`src/rtl/nibble_serial_adder_ctrl.sv`:
```
// ---------------------------------------------------------------------------
// nibble_serial_adder_ctrl
//
// Purpose:
//   Wide adder built from a single 4-bit adder that is reused over time.
//   One nibble is added per clock, least significant nibble first.
//   The carry between nibbles is held in a register.
//   Operands are accepted with a ready/start handshake.
//   Completion is flagged by a one-cycle done pulse.
//   Result: {carry_out, sum_out} = a + b + c_in.
//
// Ports:
//   clk_in     clock, rising edge
//   rst_in     synchronous reset, active-high
//   start_in   start request, only honoured while ready_out=1
//   a_in       augend, WIDTH bits, captured on the accepting edge
//   b_in       addend, WIDTH bits, captured on the accepting edge
//   c_in       carry input, captured on the accepting edge
//   ready_out  block can accept start_in this cycle (IDLE or DONE)
//   busy_out   addition in progress (ADD)
//   done_out   one-cycle pulse; sum_out/carry_out were just updated
//   sum_out    result of the last completed addition
//   carry_out  carry-out of the last completed addition
//
// The file also holds full_adder_4, the shared 4-bit adder slice.
// ---------------------------------------------------------------------------

// 4-bit ripple adder slice with carry in and carry out.
module full_adder_4 (
  input  logic [3:0] a_in,
  input  logic [3:0] b_in,
  input  logic       c_in,
  output logic [3:0] sum_out,
  output logic       carry_out
);

  // Widen every operand to 5 bits so that the carry lands in the top bit.
  assign {carry_out, sum_out} = {1'b0, a_in} + {1'b0, b_in} + {4'b0000, c_in};

endmodule

module nibble_serial_adder_ctrl #(
  parameter int WIDTH = 16
) (
  input  logic             clk_in,
  input  logic             rst_in,
  input  logic             start_in,
  input  logic [WIDTH-1:0] a_in,
  input  logic [WIDTH-1:0] b_in,
  input  logic             c_in,
  output logic             ready_out,
  output logic             busy_out,
  output logic             done_out,
  output logic [WIDTH-1:0] sum_out,
  output logic             carry_out
);

  localparam int NIBBLES = WIDTH / 4;
  localparam int CW      = (NIBBLES > 1) ? $clog2(NIBBLES) : 1;
  localparam logic [CW-1:0] LAST_NIB = CW'(NIBBLES - 1);

  typedef enum logic [1:0] {
    IDLE = 2'b00,
    ADD  = 2'b01,
    DONE = 2'b10
  } state_t;

  state_t           state_q;
  state_t           state_d;
  logic [WIDTH-1:0] a_reg;
  logic [WIDTH-1:0] b_reg;
  logic [WIDTH-1:0] work_reg;
  logic [WIDTH-1:0] work_next;
  logic [CW-1:0]    nib_q;
  logic             carry_q;
  logic [3:0]       fa_a;
  logic [3:0]       fa_b;
  logic [3:0]       fa_sum;
  logic             fa_co;
  logic             accept;
  logic             last_nib;

  // Handshake status is a pure decode of the state register.
  // Because of this, ready and busy can never both be high.
  assign ready_out = (state_q != ADD);
  assign busy_out  = (state_q == ADD);
  assign done_out  = (state_q == DONE);

  assign accept   = start_in & ready_out;
  assign last_nib = (nib_q == LAST_NIB);

  // The counter selects the nibble that feeds the shared adder.
  // Carry-in always comes from carry_q.
  // carry_q is loaded with c_in at acceptance, so nibble 0 sees c_in.
  assign fa_a = a_reg[nib_q*4 +: 4];
  assign fa_b = b_reg[nib_q*4 +: 4];

  full_adder_4 u_fa (
    .a_in      (fa_a),
    .b_in      (fa_b),
    .c_in      (carry_q),
    .sum_out   (fa_sum),
    .carry_out (fa_co)
  );

  // Working result with the current nibble merged in.
  // On the last nibble this is the complete sum.
  always_comb begin
    work_next = work_reg;
    work_next[nib_q*4 +: 4] = fa_sum;
  end

  // Next-state logic.
  // DONE lasts exactly one cycle.
  // A start seen in DONE chains straight into another addition.
  always_comb begin
    state_d = state_q;
    case (state_q)
      IDLE:    if (start_in) state_d = ADD;
      ADD:     if (last_nib) state_d = DONE;
      DONE:    state_d = start_in ? ADD : IDLE;
      default: state_d = IDLE;
    endcase
  end

  // State register.
  // Reset aborts any addition in flight, so it never produces a done pulse.
  always_ff @(posedge clk_in) begin
    if (rst_in) state_q <= IDLE;
    else        state_q <= state_d;
  end

  // Datapath.
  // Operands are copied on acceptance, so the inputs may change afterwards.
  // The published result only changes on the edge that enters DONE.
  always_ff @(posedge clk_in) begin
    if (rst_in) begin
      a_reg     <= '0;
      b_reg     <= '0;
      work_reg  <= '0;
      nib_q     <= '0;
      carry_q   <= 1'b0;
      sum_out   <= '0;
      carry_out <= 1'b0;
    end else if (accept) begin
      a_reg    <= a_in;
      b_reg    <= b_in;
      work_reg <= '0;
      nib_q    <= '0;
      carry_q  <= c_in;
    end else if (state_q == ADD) begin
      work_reg <= work_next;
      carry_q  <= fa_co;
      nib_q    <= nib_q + 1'b1;
      if (last_nib) begin
        sum_out   <= work_next;
        carry_out <= fa_co;
      end
    end
  end

endmodule

```
`config.mk`:
```
export PLATFORM = sky130hd
export DESIGN_NAME = nibble_serial_adder_ctrl
export DESIGN_NICKNAME = d
export VERILOG_FILES = /design/src/rtl/nibble_serial_adder_ctrl.sv
export SDC_FILE = /design/constraint.sdc
export NUM_CORES = 1
export LEC_CHECK = 0
export CAP_MARGIN = 20
export CORE_MARGIN = 2
export CORE_UTILIZATION = 48
export CTS_CLUSTER_DIAMETER = 60
export CTS_CLUSTER_SIZE = 14
export DETAILED_ROUTE_END_ITERATION = 10
export PLACE_DENSITY = 0.74
export SKIP_CTS_REPAIR_TIMING = 1
export SLEW_MARGIN = 10
export SYNTH_ARGS = -nofsm -noshare
export SYNTH_HDL_FRONTEND = slang
export SYNTH_SLANG_ARGS = --single-unit
```
`constraint.sdc`:
```
create_clock -name clk_in -period 8.6 [get_ports clk_in]
set_input_delay 0.86 -clock clk_in [delete_from_list [all_inputs] [get_ports clk_in]]
set_output_delay 0.86 -clock clk_in [all_outputs]
set_load 0.005 [all_outputs]
```
### Word-level counts from Yosys, hierarchy flattened

Index checks and enable logic that the tools add are counted.

* flip-flop bits (word level): 70
* input bits: 36
* output and inout port bits: 20
* word-level logic and storage cells: 36

* $add $sub $neg: 4
* eq/ne operators: 6
* shift operators: 4
* muxes and demuxes: 7
* bitwise gates (word level): 2
* reductions and logical operators: 5

Operator list (count)
* 4-bit negator with 34-bit output: 1
* 4-bit by 34-bit variable shift with 16-bit output (first input constant): 1
* 4-bit by 34-bit indexed part select with 16-bit output: 1
* 16-bit by 5-bit indexed part select with 4-bit output: 2
* 16-bit bitwise mux: 1
* 2-bit one-hot mux with 3 select lines: 1
* 4-bit by 4-bit adder with 5-bit output: 1
* 5-bit by 1-bit adder with 5-bit output: 1
* 2-bit == test (second input constant): 2
* 2-bit 2-to-1 mux: 2
* 2-bit by 1-bit inequality test with 1-bit output (second input constant): 2
* 1-bit 2-to-1 mux: 3
* 3-bit AND reduction: 1
* 2-bit by 1-bit adder with 2-bit output (second input constant): 1
* 2-bit by 1-bit == test with 1-bit output (second input constant): 1
* 2-bit logical NOT: 1
* 2-bit inequality test (second input constant): 1
* 2-bit AND reduction: 1
* 2-bit nonzero test: 1
* 2-bit OR reduction: 1
* 1-bit AND: 1
* 1-bit inverter: 1

### Depth between registers and ports, before layout

Gate-level depths: netlist (run 1).

* depth in word-level cells: 5
* gate-level depth with buffers: 8
* depth with buffers taken out: 7

### Cells and area by module

From an unflattened synthesis (run 1), not the netlist that was laid out.

* cells, all modules: 358
* area total of the unflattened synthesis: 3382.0 µm²

Modules (own cells, without submodules)
* nibble_serial_adder_ctrl: times used 1, cells an instance 342, area an instance 3238.1 µm², seq. area each 1401.3 µm²
* full_adder_4: times used 1, cells an instance 16, area an instance 143.9 µm², seq. area each 0.0 µm²

### Worst setup path before layout (run 1)

OpenSTA, ideal clock, no wires.

* path kind: reg2reg
* start: register nib_q[0]
* end: register work_reg[5]
* library setup time: 0.086 ns
* data arrival time: 2.804 ns
* data required time: 8.514 ns
* slack: 5.710 ns
* cell stages (with the launch flop): 9
* path buffers: 1
* period minus slack after synthesis: 2.890 ns
* cell sequence: dfxtp_1 -> buf_2 -> mux4_2 -> fa_1 -> fa_1 -> nor2b_1 -> and4_1 -> a21oi_1 -> a211oi_1

* word-level cells in the longest chain between the ends: 5
* elaborated cells on any way between the ends: 8
* classes of those cells: add/sub: 3; shift: 4; mux: 1

Ends and longest elaborated chain
* start: declaration: RTL line 74 `logic [CW-1:0] nib_q;`
* start signal: assignment: RTL line 154 `nib_q <= nib_q + 1'b1;`
* 16-bit by 5-bit indexed part select with 4-bit output, on equally long branches: RTL line 95, 96
* 4-bit by 4-bit adder with 5-bit output: RTL line 38 `assign {carry_out, sum_out} = {1'b0, a_in} + {1'b0, b_in} + {4'b0000, c_in};`
* 5-bit by 1-bit adder with 5-bit output: RTL line 38
* 4-bit by 34-bit indexed part select with 16-bit output: RTL line 110 `work_next[nib_q*4 +: 4] = fa_sum;`
* 16-bit bitwise mux *: RTL line 110
* end signal: assignment: RTL line 152 `work_reg <= work_next;`
* end: declaration: RTL line 72 `logic [WIDTH-1:0] work_reg;`

Every way passes the cells marked *; elsewhere a longest branch is shown, timed or not.
A chain may end at the register's enable or synchronous reset.

### Final worst setup path (run 1)

* start: register nib_q[0]
* end: register work_reg[2]

Same word-level chain as after synthesis.

==> flow_summary.ini, run 1 <==
[outcome]
status = completed

[sta]
hold_viol = 0
tightest_slew_ps = 1050
fmax_ghz = 0.303
slew_violations = 0
holdWs_ps = 455
period_needed_ps = 3300
clock_skew_ps = 9.11
slew_headroom = 0.297
tns_ps = 0
fin_crit_sh = 0.384
rsz0062_at_grt = false
finalSetupViolations = 0

[synth]
synth_flop_cell = dfxtp_1
avgSynthCellArea_sq_um = 8.58
synth_cell_types = 35
syn_area_sq_um = 3170
async_flop_share = 0
yosys_warnings = 0
synthCells = 370
synth_nets = 417
synth_edf_count = 0
ys_seq_area_frac = 0.441
ys_ff_latch = 70

[worst_setup_path]
critPathKind = reg -> reg
crit_slowest_cell = dfxtp_1
crit_chain = mux4_2, fa_1, fa_1, xor2_1, and2_1, a22oi_1, nor2_1
required_ps = 8870
startpoint_type = flop
end_kind = flop
crit_fanout = 20
cp.arrival_ps = 3580
cpMostUsedCell = fa_1
reg2reg_slack_ps = 5300
crit_family = flip-flops
reg2reg_from = nib_q[0]
max_stage_delay_ps = 870
worst-path-buf-inv = 0
rr_endpoint = work_reg[2]
worstRegToRegCells = 7

[flow_run]
maxCapViolations = 0

[cts]
clock_path_buffers = 2
numCtsBuffers = 9
clockRootBuffer = clkbuf_8
clkSinkCount = 70
cts.clk_slew.worst_paths_ps = 70
tritoncts = built
clkLatencyLatePin_ps = 360
h-tree-depth = 3

[floorplanning]
die_w_um = 85.3
io_pins = 56
die-area_sq_um = 7280
die_h_um = 85.3
core_area_sq_um = 6390
start_util = 0.497
rows = 29

[power_and_ir_drop]
powerDensity_nw_per_um2 = 190
vdd_drop_max_uv = 155
power.leakage_uw = 0.00143

[drt]
route.detailed.drc = 0
drt_wl_total_um = 7040
antenna_left = 0
first_pass_iters = 4
drt_iter0_drc = 132
via_count = 2652
viasPerCell = 5.40
wire_per_inst_um = 14.3

[placed_design]
io_buffers = 55
dpl-instance-area_sq_um = 3690
place_hpwl_um = 4940
gp_congestion = 0.860
dp.cells = 475

[finish]
design_area_sq_um = 3920
final_core_util = 0.614
antennaDiodeCount = 0
nets = 456
drive_gt1_frac = 0.0628
synthToLayoutAreaGrowth_pct = 23.5
final_cells = 491

[grt]
antenna_found_initial = 0
grt_use_total = 0.203
grt_pass1_wl_um = 11600
grt_max_degree = 54
grt_remaining_overflow = 0
grt_pass1_vias = 2553

[min_path]
whs_endpoint = b_reg[6]
hold_path.class = reg -> reg
holdPathStages = 2
hold_start = b_reg[6]
[cell type report]
| class | count | area [sq um] |
|---|---|---|
| Timing Repair Buffer | 55 | 546 |
| Clock buffer | 12 | 135 |
| Clock inverter | 4 | 95.1 |
| Tap cell | 77 | 96.3 |
| Sequential cell | 70 | 1400 |
| Inverter | 8 | 30.0 |
| Fill cell | 597 | 2470 |
| Multi-Input combinational cell | 265 | 1620 |
[stage by stage]
step	worst slack [ps]	power [uW]
after global routing	5080	774
final	5300	746
after CTS	5290	749
after floorplan	5710	409
after global placement	5380	437
after detailed placement	5300	439
[cell usage in the layout, fill, tap and decap left out, types with 3 or more instances in the layout]
cell type	Yosys	layout
a21boi_0	3	3
dfxtp_1	70	70
mux4_2	8	8
nand3_1	5	5
nor3_1	6	6
ha_1	9	9
clkbuf_8	0	9
clkdlybuf4s50_1	0	54
nor2b_1	11	11
clkbuf_1	13	3
and2_1	4	4
a221oi_1	6	6
a31oi_1	5	5
inv_1	7	7
nand4_1	7	7
a211oi_1	19	19
a21oi_1	46	46
bufinv_16	0	3
nand2_1	78	78
a22oi_1	4	4
nor2_1	35	35
[power by group]
group          switching (uW)  internal, uW
Combinational            48.1          39.2
Sequential               8.66           337
Clock                     120           193
Total                     177           568
[cells in the mapped netlist, drive strengths merged (3+ instances only)]
cell type,number,area share
a211oi,19,0.045
a21boi,4,0.0095
a21oi,46,0.073
a221oi,6,0.017
a22oi,4,0.0095
a31oi,5,0.0099
and2,4,0.0079
and4bb,3,0.012
buf,14,0.024
clkbuf,13,0.015
dfxtp,70,0.44
ha,9,0.035
inv,8,0.0095
mux4,8,0.057
nand2,78,0.092
nand3,5,0.0079
nand4,7,0.014
nor2,35,0.041
nor2b,11,0.022
nor3,6,0.0095
[worst min-delay path: stages, from the launching register on]
cell	delay, ps
dfxtp_1	310
nand2_1	50
a21oi_1	50
[per-layer routing]
| layer | routed length, um | vias to the layer above | GRT usage |
|---|---|---|---|
| met3 | 318 | 16 | 0.0632 |
| met2 | 3360 | 60 | 0.345 |
| met4 | 170 | 0 | 0.0880 |
| met1 | 3190 | 1211 | 0.235 |
| met5 | 0 | - | 0 |
| li1 | - | 1365 | - |
[worst max path at each step]
stage	slack, ps	from	end	depth (start not counted)
floorplan	5710	nib_q[0]	work_reg[5]	8
finish	5300	nib_q[0]	work_reg[2]	7
global route	5080	nib_q[0]	work_reg[2]	7
detailed placement	5300	nib_q[0]	work_reg[5]	7
CTS	5290	nib_q[0]	work_reg[2]	7
global placement	5380	nib_q[0]	work_reg[5]	7
[logic make-up (layout without fill, tap and decap cells)]
logic type | Yosys count | after routing | share of synthesized area
AND/OR/NAND/NOR | 157 | 157 | 0.227
AO/OA/AOI/OAI | 87 | 87 | 0.171
flip-flops | 70 | 70 | 0.441
buffers and inverters | 35 | 79 | 0.0493
adder cells (fa/ha/maj) | 11 | 11 | 0.0481
multiplexers | 9 | 9 | 0.0603
XOR/XNOR | 1 | 1 | 0.00276
No activity file was read; power rests on OpenSTA's default activity.
==> run 2, diff against run 1 <==
==> constraint.sdc (replaced) <==
create_clock -name clk_in -period 3.1 [get_ports clk_in]
set_input_delay 0.31 -clock clk_in [delete_from_list [all_inputs] [get_ports clk_in]]
set_output_delay 0.31 -clock clk_in [all_outputs]
set_load 0.005 [all_outputs]
==> run 2 against run 1 <==
Effect of this change:
- critical path depth up 1
- non-clock buffer count up 7
- sequential cell count unchanged
- total power rose to 2.6 times the previous value
- global-route usage up 0.82 points
- register-to-register slack worse by 5000 ps
- clock power up 140%
- via count up 1.6%
- worst hold slack about the same
- sequential share of layout area down 0.22 points
- largest cell class unchanged
- highest routed layer unchanged
==> flow_summary.ini, run 2 (synthesized netlist as in run 1, its figures left out) <==
[min_path]
holdPathStages = 2
hold_start = b_reg[3]
whs_endpoint = b_reg[3]
hold_path.class = reg -> reg

[floorplanning]
die_w_um = 85.3
core_area_sq_um = 6390
rows = 29
start_util = 0.497
die_h_um = 85.3
io_pins = 56
die-area_sq_um = 7280

[sta]
finalSetupViolations = 0
fin_crit_sh = 0.893
slew_headroom = 0.420
period_needed_ps = 2770
hold_viol = 0
tns_ps = 0
rsz0062_at_grt = false
fmax_ghz = 0.361
slew_violations = 0
clock_skew_ps = 9.08
tightest_slew_ps = 870

[power_and_ir_drop]
vdd_drop_max_uv = 291
powerDensity_nw_per_um2 = 496
power.leakage_uw = 0.00145
finalPower_uw = 1960

[worst_setup_path]
rr_endpoint = work_reg[14]
end_kind = flop
worstRegToRegCells = 8
required_ps = 3380
startpoint_type = flop
reg2reg_slack_ps = 330
critPathKind = reg -> reg
cp.arrival_ps = 3050
crit_fanout = 19
reg2reg_from = nib_q[0]

[cts]
clock_path_buffers = 2
clkSinkCount = 70
tritoncts = built
clkLatencyLatePin_ps = 350
clockRootBuffer = clkbuf_8
h-tree-depth = 3
numCtsBuffers = 9
cts.clk_slew.worst_paths_ps = 80

[finish]
synthToLayoutAreaGrowth_pct = 24.2
drive_gt1_frac = 0.0808
nets = 463
mostFrequentLayoutCells = nand2_1 (78), dfxtp_1 (70), clkdlybuf4s50_1 (54), a21oi_1 (46), nor2_1 (35)
final_core_util = 0.618
antennaDiodeCount = 0
layout_commonest_cell = nand2_1

[placed_design]
gp_congestion = 0.854
place_hpwl_um = 5050
io_buffers = 55

[grt]
antenna_found_initial = 0
grt_max_degree = 53
grt_pass1_vias = 2608
grt_remaining_overflow = 0
grt_pass1_wl_um = 12200
grt_use_total = 0.211

[drt]
first_pass_iters = 4
wire_per_inst_um = 14.3
drt_wl_total_um = 7130
drt_iter0_drc = 195
route.detailed.drc = 0
antenna_left = 0
via_count = 2695
viasPerCell = 5.41

[outcome]
status = completed

[flow_run]
maxCapViolations = 0
==> run 2: cell types whose count changed in the layout (fill, tap and decap cells not counted) <==
| cell | before | now |
|---|---|---|
| buf_4 | 0 | 7 |
| bufinv_16 | 3 | 1 |
| clkbuf_8 | 9 | 11 |
| clkbuf_1 | 3 | 2 |
| clkinvlp_4 | 0 | 1 |
==> run 2: worst max path at each step <==
stage / from / end
6_report: nib_q[0] / work_reg[14]
2_1_floorplan: nib_q[0] / work_reg[5]
3_3_place_gp: nib_q[0] / work_reg[14]
4_1_cts: nib_q[0] / work_reg[14]
5_1_grt: nib_q[0] / work_reg[3]
3_5_place_dp: nib_q[0] / work_reg[14]
==> run 2: area by class of cell <==
cell class	count	area, sq um
Clock buffer	13	159
Clock inverter	3	42.5
Fill cell	572	2440
Timing Repair Buffer	62	598
Tap cell	77	96.3
Inverter	8	30.0
Multi-Input combinational cell	265	1620
Sequential cell	70	1400
==> run 2: report_power, final <==
part           internal [uW]  switching, uW
sequential               934           20.1
combinational            114            139
clock                    415            334
total                   1460            493
==> run 2: critical path: stages (launching register included) <==
cell     delay [ps]
dfxtp_1         350
buf_4           260
mux4_2          340
fa_1            420
fa_1            410
xor2_1          440
and2_1          280
a22oi_1         110
nor2_1           90
==> run 2: through the flow <==
step	hold slack (ps)	std cells	cell area [sq um]	setup WS [ps]
6_report	456	498	3940	332
5_1_grt	477	498	3940	155
4_1_cts	457	498	3940	353
3_5_place_dp	448	482	3740	372
3_3_place_gp	441	482	3740	450
2_1_floorplan	432	370	3170	210
==> run 2: metal layers <==
layer | wire [um] | vias up | track usage
li1 | - | 1385 | -
met1 | 3270 | 1232 | 0.265
met2 | 3360 | 65 | 0.339
met3 | 335 | 13 | 0.0545
met4 | 161 | 0 | 0.101
met5 | 0 | - | 0
==> run 3, diff against run 2 <==
--- a/config.mk
+++ b/config.mk
@@ -7,11 +7,11 @@
 export LEC_CHECK = 0
 export CAP_MARGIN = 20
 export CORE_MARGIN = 2
-export CORE_UTILIZATION = 48
+export CORE_UTILIZATION = 52
 export CTS_CLUSTER_DIAMETER = 60
 export CTS_CLUSTER_SIZE = 14
 export DETAILED_ROUTE_END_ITERATION = 10
-export PLACE_DENSITY = 0.74
+export PLACE_DENSITY = 0.79
 export SKIP_CTS_REPAIR_TIMING = 1
 export SLEW_MARGIN = 10
 export SYNTH_ARGS = -nofsm -noshare
==> run 3 against run 2 <==
Effect of this change:
- via count increased by 2.2%
- non-clock buffer count unchanged
- final area decreased by 0.41%
- critical path depth unchanged
- critical path type unchanged
- count of clock-buffer cells in the layout decreased by 4
- combinational power about the same
- sequential cell count unchanged
- core utilization increased by 4.6 points
- clock skew decreased by 1.3 ps
- worst hold slack improved by 2.0 ps
- first-iteration DRC count decreased by 28%
- global-route usage increased by 2.9 points
==> flow_summary.ini, run 3 (synthesized netlist as in run 1, its figures left out) <==
[drt]
viasPerCell = 5.56
wire_per_inst_um = 14.8
antenna_left = 0
drt_iter0_drc = 141
route.detailed.drc = 0
drt_wl_total_um = 7300
via_count = 2754
first_pass_iters = 4

[finish]
multi_input_area_sq_um = 1620
nets = 463
layout_commonest_cell = nand2_1
synthToLayoutAreaGrowth_pct = 23.7
fillers = 528
seq_area_sq_um = 1400
antennaDiodeCount = 0
mostFrequentLayoutCells = nand2_1 (78), dfxtp_1 (70), clkdlybuf4s50_1 (54), a21oi_1 (46), nor2_1 (35)
drive_gt1_frac = 0.0833

[cts]
cts.clk_slew.worst_paths_ps = 70
clockRootBuffer = clkbuf_8
clkLatencyLatePin_ps = 360
clkSinkCount = 70
clock_path_buffers = 2
tritoncts = built
numCtsBuffers = 9
h-tree-depth = 3

[sta]
finalSetupViolations = 0
hold_viol = 0
layout_setup_ws_ps = 349
tns_ps = 0
fmax_ghz = 0.363
slew_violations = 0
fin_crit_sh = 0.887
rsz0062_at_grt = false
holdWs_ps = 458
tightest_slew_ps = 809
period_needed_ps = 2750
slew_headroom = 0.461
clock_skew_ps = 7.77

[floorplanning]
io_pins = 56
die_h_um = 82.1
start_util = 0.536
die_w_um = 82.1
rows = 28
core_area_sq_um = 5920
die-area_sq_um = 6750

[worst_setup_path]
worst-path-buf-inv = 1
startpoint_type = flop
max_stage_delay_ps = 420
cpMostUsedCell = fa_1
end_kind = flop
crit_fanout = 19
cp.arrival_ps = 3030
crit_slowest_cell = fa_1
crit_family = adder cells
required_ps = 3380
crit_chain = buf_4, mux4_2, fa_1, fa_1, xor2_1, and2_1, a22oi_1, nor2_1
critPathKind = reg -> reg

[grt]
grt_pass1_wl_um = 12200
grt_pass1_vias = 2683
grt_use_total = 0.240
grt_max_degree = 53
antenna_found_initial = 0
grt_remaining_overflow = 0

[power_and_ir_drop]
powerDensity_nw_per_um2 = 490
vdd_drop_max_uv = 275
p_sw_uw = 511
swShare = 0.265
power.leakage_uw = 0.00144
share_comb_of_total_power = 0.133
power_frac_clock = 0.371
p_int_uw = 1410
sequentialPowerShare = 0.496

[outcome]
status = completed

[min_path]
hold_path.class = reg -> reg

[placed_design]
place_hpwl_um = 5160
pre_cts_slack_ps = 367
io_buffers = 55
gp_congestion = 0.915

[flow_run]
maxCapViolations = 0
==> run 3: per-stage QoR <==
| stage | area (sq um) | power, uW | std cells | utilization |
|---|---|---|---|---|
| 2_1_floorplan | 3170 | 1140 | 370 | - |
| 3_3_place_gp | 3740 | 1220 | 480 | 0.632 |
| 3_5_place_dp | 3740 | 1230 | 480 | 0.632 |
| 4_1_cts | 3930 | 1930 | 495 | 0.663 |
| 5_1_grt | 3930 | 2000 | 495 | 0.663 |
| 6_report | 3930 | 1930 | 495 | 0.663 |
==> run 3: power by group through the flow <==
| stage | logic (uW) | clock network (uW) | registers, uW |
|---|---|---|---|
| finish | 256 | 714 | 955 |
| global route | 283 | 759 | 959 |
| CTS | 256 | 719 | 955 |
| detailed placement | 253 | 0 | 976 |
| global placement | 247 | 0 | 974 |
| floorplan | 167 | 0 | 968 |
==> run 3: worst paths after layout <==
path                                start      endpoint  slack [ps]  cells past startpoint
worst max-delay path             nib_q[0]  work_reg[14]         350                      8
worst min-delay path            b_reg[12]     b_reg[12]         460                      2
worst max register to register   nib_q[0]  work_reg[14]         350                      8
worst min register to register  b_reg[12]     b_reg[12]         460                      2
==> run 3: worst register-to-register path: stages (launching register included) <==
cell and delay (ps):
dfxtp_1 360, buf_4 260, mux4_2 350, fa_1 420
fa_1 420, xor2_1 400, and2_1 260, a22oi_1 100
nor2_1 110
==> run 3: area by class of cell <==
cell class,count,area share
multi-input combinational,265,0.412
sequential,70,0.357
timing repair buffer,62,0.152
clock buffer,9,0.0315
tap,75,0.0239
clock inverter,6,0.0162
inverter,8,0.00765
==> run 3: routing by layer <==
layer  part of all wire  up-vias  track usage  wire, um
met4              0.035        0        0.143       259
met2               0.50       86        0.421      3640
met5                  0        -            0         0
met1               0.43     1265        0.273      3120
li1                   -     1381            -         -
met3              0.039       22       0.0402       283
